--- src/rtl/maze_qos_req_buffer.sv ---
// Input-port FIFO for one MAZE QoS arbiter lane: presents the head flit as req/qos,
// pops on gnt, and ages an unserved head so it is promoted to high QoS.
module maze_qos_req_buffer #(
   parameter int DATA_W  = 32,
   parameter int DEPTH   = 4,
   parameter int AGE_MAX = 15,
   parameter int AGE_W   = 4
) (
   input  logic                     clk,
   input  logic                     rst_n,
   input  logic                     in_valid,
   output logic                     in_ready,
   input  logic [DATA_W-1:0]        in_data,
   input  logic                     in_qos,
   output logic                     req,
   output logic                     qos,
   output logic [DATA_W-1:0]        out_data,
   input  logic                     gnt,
   output logic [$clog2(DEPTH):0]   count,
   output logic                     promoted,
   output logic                     gnt_err
);

   localparam int PTR_W = $clog2(DEPTH);
   localparam int CNT_W = PTR_W + 1;
   localparam logic [AGE_W-1:0] AGE_LIM = AGE_W'(AGE_MAX);

   typedef struct packed {
      logic              qos;
      logic [DATA_W-1:0] data;
   } entry_t;

   typedef enum logic {S_IDLE, S_WAIT} age_state_e;

   entry_t            mem [DEPTH];
   logic [PTR_W-1:0]  wr_ptr, rd_ptr;
   logic [AGE_W-1:0]  age_q, age_d;
   age_state_e        state_q, state_d;
   logic              push, pop;
   entry_t            head;

   // in_ready comes from registered count only, so a pop cannot make room for a same-cycle push.
   assign in_ready = (count != CNT_W'(DEPTH));
   assign req      = (count != '0);
   assign push     = in_valid & in_ready;
   assign pop      = gnt & req;
   assign head     = mem[rd_ptr];
   assign out_data = req ? head.data : '0;
   assign promoted = req & (state_q == S_WAIT) & (age_q == AGE_LIM);
   assign qos      = req & (head.qos | promoted);

   // NOTE: storage has no reset; out_data is masked by req, so stale contents never leak out.
   always_ff @(posedge clk) begin
      if (push) mem[wr_ptr] <= entry_t'{qos: in_qos, data: in_data};
   end

   // NOTE: sequential state uses non-blocking assignments so every register samples pre-edge values.
   always_ff @(posedge clk or negedge rst_n) begin
      if (!rst_n) begin
         wr_ptr  <= '0;
         rd_ptr  <= '0;
         count   <= '0;
         gnt_err <= 1'b0;
         age_q   <= '0;
         state_q <= S_IDLE;
      end else begin
         if (push) wr_ptr <= wr_ptr + PTR_W'(1);
         if (pop)  rd_ptr <= rd_ptr + PTR_W'(1);
         case ({push, pop})
            2'b10:   count <= count + CNT_W'(1);
            2'b01:   count <= count - CNT_W'(1);
            default: count <= count;
         endcase
         if (gnt && !req) gnt_err <= 1'b1;
         age_q   <= age_d;
         state_q <= state_d;
      end
   end

   // NOTE: defaults first in combinational logic so no path leaves a signal unassigned (no latch).
   always_comb begin
      state_d = S_IDLE;
      age_d   = '0;
      if (req && !pop) begin
         state_d = S_WAIT;
         age_d   = (age_q == AGE_LIM) ? age_q : age_q + AGE_W'(1);
      end
   end

endmodule
--- config.mk ---
export PLATFORM = sky130hd
export DESIGN_NAME = maze_qos_req_buffer
export DESIGN_NICKNAME = d
export VERILOG_FILES = /design/src/rtl/maze_qos_req_buffer.sv
export SDC_FILE = /design/constraint.sdc
export NUM_CORES = 1
export LEC_CHECK = 0
export ABC_AREA = 1
export ABC_CLOCK_PERIOD_IN_PS = 5560
export BUFFER_PORTS_ARGS = -buffer_cell sky130_fd_sc_hd__buf_2
export CORE_UTILIZATION = 35
export DETAILED_ROUTE_END_ITERATION = 8
export PLACE_DENSITY = 0.52
export SYNTH_ARGS = -nofsm -noshare
export SYNTH_HDL_FRONTEND = slang
export SYNTH_SLANG_ARGS = --single-unit
--- constraint.sdc ---
create_clock -name clk -period 5.56 [get_ports clk]
set_clock_uncertainty 0.2 [all_clocks]
set_input_delay 0.278 -clock clk [delete_from_list [all_inputs] [get_ports clk]]
set_output_delay 0.278 -clock clk [all_outputs]
set_load 0.005 [all_outputs]
==> results of run 1 <==
[registers in the layout, summed over array words and instances (netlist names)]
register,count
wr_ptr,2
gnt_err,1
mem,132
count,3
rd_ptr,2
age_q,4
state_q,1
[power groups by stage]
stage | Clock (W) | Combinational (W) | Sequential, W
floorplan | 0 | 0.000899 | 0.00152
global placement | 0 | 0.00127 | 0.00156
detailed placement | 0 | 0.00128 | 0.00157
finish | 0.00116 | 0.00127 | 0.00155
global route | 0.00122 | 0.00145 | 0.00157
CTS | 0.00118 | 0.00131 | 0.00155
[final timing paths]
| path | endpoint | depth (start not counted) | from |
|---|---|---|---|
| max in group asynchronous | rd_ptr[0] | 2 | rst_n |
| setup / recovery | out_data[0] | 5 | rd_ptr[1] |
| setup reg to reg | count[2] | 9 | count[0] |
| hold / removal | rd_ptr[1] | 2 | rst_n |
| hold reg to reg | gnt_err | 1 | gnt_err |
| min in group clk | wr_ptr[1] | 4 | in_valid |
[through the flow]
stage               util (%)  cell area (um2)  setup slack (ns)  hold WS (ns)
global placement        39.6             6380              2.95       -0.0137
global route            45.5             7330              2.27         0.140
detailed placement      39.6             6380              2.93      -0.00721
finish                  45.5             7330              2.48        0.0947
CTS                     45.5             7330              2.48        0.0912
floorplan                  -             5870              2.80        -0.218
[synth_stat cells]
cell / n
fa_1: 1
buf_6: 5
edfxtp_1: 132
nand2_2: 1
nand4_1: 1
clkbuf_2: 4
nor3_1: 1
ha_1: 6
buf_2: 7
nor2_1: 138
nand2_1: 15
inv_1: 21
xnor2_1: 1
dfrtp_1: 13
nand3_2: 1
inv_2: 2
o21bai_1: 1
or2_2: 1
a21oi_1: 36
buf_4: 7
buf_8: 1
o21ai_1: 28
nand3_1: 5
xor2_1: 4
o21ai_0: 40
buf_12: 1
[final cells by class]
| cell class | count | area (um2) | share of cell area, % |
|---|---|---|---|
| Timing Repair Buffer | 114 | 753 | 10.3 |
| Sequential cell | 145 | 4290 | 58.5 |
| Tap cell | 216 | 270 | 3.68 |
| Clock inverter | 11 | 163 | 2.22 |
| Inverter | 23 | 86.3 | 1.18 |
| Multi-Input combinational cell | 280 | 1330 | 18.1 |
| Clock buffer | 21 | 440 | 6.00 |
[timing repair]
action	in CTS	in global routing
setup buffers	0	0
endpoints found under the hold margin	146	0
hold buffers	35	0
[metal layers]
metal / up-vias / part of all wire [%] / track usage (%)
met5: - / 0 / 0
met4: 0 / 1.3 / 6.40
met3: 14 / 3.2 / 3.13
met2: 64 / 51 / 26.5
met1: 1787 / 44 / 18.4
li1: 1860 / - / -
[logic make-up (layout without fill, tap and decap cells)]
kind of cell	count (synthesis)	after routing	share of synthesized area, %
flip-flops	145	145	73.0
AND/OR/NAND/NOR	163	163	10.8
XOR/XNOR	5	5	0.745
buffers and inverters	48	169	4.86
adder cells (fa/ha/maj)	7	7	1.62
AO/OA/AOI/OAI	105	105	8.99
==> flow_metrics.env, run 1 <==
export IMPL_boundaryPins=77
export IMPL_cts_num_sinks=145
export IMPL_p_sw_share_pct=33.6
export IMPL_synthTopCellsByArea="edfxtp_1 67%, nor2_1 8.8%, dfrtp_1 5.5%"
export IMPL_grt_use_total_pct=15.3
export IMPL_cts_made_buffers=17
export IMPL_syn_inst=473
export IMPL_avgSynthCellArea_um2=12.4
export IMPL_dp_hpwl_mm=6.75
export IMPL_min_period_over_period_pct=55.4
export IMPL_antenna_cells=0
export IMPL_p_comb_share_pct=32.0
export IMPL_critPathMaxStageDelay_ns=0.89
export IMPL_critical_path_peak_fanout=35
export IMPL_arrival_ns=2.60
export IMPL_hold_viol=0
export IMPL_setup_viol=0
export IMPL_nNetsFinal=625
export IMPL_setup_tns_final_ns=0
export IMPL_die_area_um2=17300
export IMPL_slew_violations=0
export IMPL_cts_tree="yes"
export IMPL_hold_path_class="input pin to asynchronous set/reset pin"
export IMPL_worstMarginPinSlew_ns=1.14
export IMPL_yosys_cell_types_count=26
export IMPL_start_util_pct=36.5
export IMPL_crit_type="flip-flop to primary output"
export IMPL_drc_errors=0
export IMPL_worst_endpoint_required_ns=5.08
export IMPL_synth_seq_area_share_pct=73.0
export IMPL_crit_slowest_cell="dfrtp_2"
export IMPL_ant_nets=0
export IMPL_port_buffers=76
export IMPL_clkTransAtPathRegs_ns=0.06
export IMPL_vias=3725
export IMPL_htreeDepth=4
export IMPL_r2r_setup_slack_ns=3.20
export IMPL_synth_top_area_cell="edfxtp_1"
export IMPL_placed_cells=743
export IMPL_fp_dieH_um=132
export IMPL_grt_pass1_vias=3653
export IMPL_drv_cap=0
export IMPL_syn_num_nets=517
export IMPL_grt_max_degree=69
export IMPL_crit_family="flip-flops"
export IMPL_status="finished, final reports clean"
export IMPL_layout_commonest_cell="nor2_1"
export IMPL_grt_pass1_wl_mm=19.8
export IMPL_gp_congestion=0.716
export IMPL_die_w_um=132
export IMPL_critPathBufInv=2
export IMPL_synth_area_um2=5870
export IMPL_cts_root_buf="clkbuf_16"
export IMPL_finalCriticalPeriod_ns=3.08
export IMPL_p_leak_nw=2.73
export IMPL_yosys_warnings=0
export IMPL_power_total_w=0.00398
export IMPL_postCtsResizedCells=0
export IMPL_crit_chain="inv_2 > nor2_1 > o21ai_0 > a21oi_1 > buf_2"
export IMPL_wl_per_cell_um=15.6
export IMPL_clk_latency_ns=0.41
export IMPL_powerDensity_nw_per_um2=543
export IMPL_std_cell_rows=46
export IMPL_drt_wl_total_mm=12.6
export IMPL_vias_per_cell=4.60
export IMPL_maxSlewHeadroom_pct=23.6
export IMPL_yosysTopAreaCellShare_pct=67.5
export IMPL_drt_iter0_drc=290
export IMPL_seq_power_share_pct=38.9
export IMPL_final_cell_mix="134 x nor2_1, 132 x edfxtp_1, 76 x buf_2"
export IMPL_vdd_drop_max_mv=0.243
export IMPL_clockBufferDepth=2
export IMPL_rsz0062_at_grt="no"
export IMPL_p_int_w=0.00265
export IMPL_area_growth_pct=24.9
export IMPL_nFillCells=1495
export IMPL_fmax_mhz=325
export IMPL_ys_seq_elements=145
export IMPL_startpoint_type="flip-flop"
export IMPL_drive_gt1_share_pct=19.5
export IMPL_layout_cells_non_filler=810
export IMPL_antenna_found_initial=0
export IMPL_critPathCaptureType="primary output"
export IMPL_core_um2=16100
export IMPL_power_frac_clock_pct=29.1
export IMPL_p_switching_w=0.00134
export IMPL_dr_pass1_iters=4
export IMPL_grt_overflow=0
Note: power is estimated with default switching activity, not from simulation.
==> run 2, diff against run 1 <==
--- a/config.mk
+++ b/config.mk
@@ -6,11 +6,11 @@
 export NUM_CORES = 1
 export LEC_CHECK = 0
 export ABC_AREA = 1
-export ABC_CLOCK_PERIOD_IN_PS = 5560
+export ABC_CLOCK_PERIOD_IN_PS = 2700
 export BUFFER_PORTS_ARGS = -buffer_cell sky130_fd_sc_hd__buf_2
 export CORE_UTILIZATION = 35
 export DETAILED_ROUTE_END_ITERATION = 8
-export PLACE_DENSITY = 0.52
+export PLACE_DENSITY = 0.54
 export SYNTH_ARGS = -nofsm -noshare
 export SYNTH_HDL_FRONTEND = slang
 export SYNTH_SLANG_ARGS = --single-unit
==> constraint.sdc (replaced) <==
create_clock -name clk -period 2.7 [get_ports clk]
set_clock_uncertainty 0.2 [all_clocks]
set_input_delay 0.135 -clock clk [delete_from_list [all_inputs] [get_ports clk]]
set_output_delay 0.135 -clock clk [all_outputs]
set_load 0.005 [all_outputs]
==> flow_metrics.env, run 2 (same netlist as run 1, synthesis figures left out) <==
export IMPL_vias_per_cell=4.65
export IMPL_critPathCaptureType="flip-flop"
export IMPL_grt_overflow=0
export IMPL_dp_hpwl_mm=7.48
export IMPL_min_period_over_period_pct=87.3
export IMPL_fmax_mhz=424
export IMPL_cts_root_buf="clkbuf_16"
export IMPL_wl_per_cell_um=15.7
export IMPL_largest_reg_flops=132
export IMPL_fp_dieH_um=132
export IMPL_antenna_found_initial=0
export IMPL_finalCriticalPeriod_ns=2.36
export IMPL_drive_gt1_share_pct=20.9
export IMPL_cts_made_buffers=17
export IMPL_clockBufferDepth=2
export IMPL_cts_num_sinks=145
export IMPL_area_growth_pct=27.1
export IMPL_p_leak_nw=2.79
export IMPL_startpoint_type="flip-flop"
export IMPL_nNetsFinal=636
export IMPL_grt_use_total_pct=15.8
export IMPL_worst_endpoint_required_ns=2.84
export IMPL_die_area_um2=17300
export IMPL_final_cell_mix="134 x nor2_1, 132 x edfxtp_1, 76 x buf_2"
export IMPL_powerDensity_nw_per_um2=1120
export IMPL_layout_commonest_cell="nor2_1"
export IMPL_maxSlewHeadroom_pct=56.9
export IMPL_drt_iter0_drc=213
export IMPL_vdd_drop_max_mv=0.511
export IMPL_r2r_setup_slack_ns=0.34
export IMPL_worstMarginPinSlew_ns=0.644
export IMPL_std_cell_rows=46
export IMPL_drc_errors=0
export IMPL_whs_ns=0.0100
export IMPL_core_um2=16100
export IMPL_antenna_cells=0
export IMPL_dr_pass1_iters=4
export IMPL_die_w_um=132
export IMPL_nFillCells=1504
export IMPL_start_util_pct=36.5
export IMPL_clkTransAtPathRegs_ns=0.06
export IMPL_status="finished, final reports clean"
export IMPL_grt_max_degree=68
export IMPL_setup_viol=0
export IMPL_grt_pass1_vias=3906
export IMPL_rsz0062_at_grt="no"
export IMPL_cts_tree="yes"
export IMPL_arrival_ns=2.49
export IMPL_top_register="mem"
export IMPL_vias=3813
export IMPL_hold_viol=0
export IMPL_critical_path_peak_fanout=8
export IMPL_slew_violations=0
export IMPL_boundaryPins=77
export IMPL_hold_path_class="input pin to flip-flop"
export IMPL_port_buffers=76
export IMPL_setup_tns_final_ns=0
export IMPL_drv_cap=0
export IMPL_drt_wl_total_mm=12.9
export IMPL_clk_latency_ns=0.41
export IMPL_ant_nets=0
export IMPL_crit_type="flip-flop to flip-flop"
export IMPL_grt_pass1_wl_mm=20.6
export IMPL_htreeDepth=4
export IMPL_gp_congestion=0.699
export IMPL_reg_largest_list="mem (132), age_q (4), count (3)"
export IMPL_postCtsResizedCells=0
==> run 2: changes by cell type in the layout (fill, tap and decap cells not counted) <==
| cell | previous run | this run |
|---|---|---|
| clkinv_1 | 2 | 4 |
| clkbuf_1 | 4 | 1 |
| clkinv_4 | 2 | 1 |
| buf_12 | 0 | 4 |
| buf_4 | 3 | 9 |
| dlygate4sd3_1 | 35 | 36 |
| clkinvlp_4 | 1 | 2 |
==> run 2: repair_timing <==
action,in CTS,in global routing
setup endpoints to repair,0,0
buffers inserted,0,0
hold buffers,36,0
endpoints found under the hold margin,153,0
==> run 2: path summary, 6_finish.rpt <==
kind / cells after the start / end / start
worst max-delay path: 9 / count[2] / count[0]
worst min-delay path: 4 / wr_ptr[1] / in_valid
worst max register to register: 9 / count[2] / count[0]
worst min register to register: 1 / count[0] / count[0]
max in group asynchronous: 3 / rd_ptr[0] / rst_n
min in group asynchronous: 3 / age_q[3] / rst_n
==> run 2: cell type report <==
| class | instances | area, um2 | area share (%) |
|---|---|---|---|
| clock buffer | 18 | 429 | 5.75 |
| clock inverter | 13 | 169 | 2.26 |
| inverter | 23 | 86.3 | 1.16 |
| multi-input combinational | 280 | 1330 | 17.8 |
| sequential | 145 | 4290 | 57.5 |
| tap | 216 | 270 | 3.62 |
| timing repair buffer | 125 | 888 | 11.9 |
==> run 2: where the power goes <==
group	leakage, nW	total, W	internal, W	switching, W
clock	0.286	0.00237	0.00152	0.000852
sequential	1.36	0.00310	0.00296	0.000135
combinational	1.15	0.00289	0.00108	0.00181
total	2.79	0.00836	0.00556	0.00280
==> run 2: metrics by stage <==
stage,cells,instance area (um2),utilization [%],worst slack [ns],total power [W]
2_1_floorplan,473,5870,-,-0.0635,0.00497
3_3_place_gp,753,6510,40.4,0.407,0.00599
3_5_place_dp,753,6510,40.4,0.330,0.00606
4_1_cts,820,7460,46.3,0.317,0.00850
5_1_grt,820,7460,46.3,0.246,0.00891
6_report,820,7460,46.3,0.344,0.00836
==> run 2: worst max-delay path, stage by stage (launching register included) <==
cell and delay [ns]:
dfrtp_1 0.39, inv_1 0.14, nand3_1 0.12, nand2_2 0.25, ha_1 0.20, inv_1 0.07, fa_1 0.37, or2_2 0.30
nand2_1 0.08, xor2_1 0.15
==> run 2: per-layer routing <==
| layer | GRT usage, % | wire length [um] | vias up |
|---|---|---|---|
| met5 | 0 | 0 | - |
| met4 | 7.30 | 223 | 0 |
| met3 | 3.94 | 616 | 12 |
| met2 | 26.7 | 6450 | 81 |
| met1 | 19.0 | 5610 | 1840 |
| li1 | - | - | 1880 |
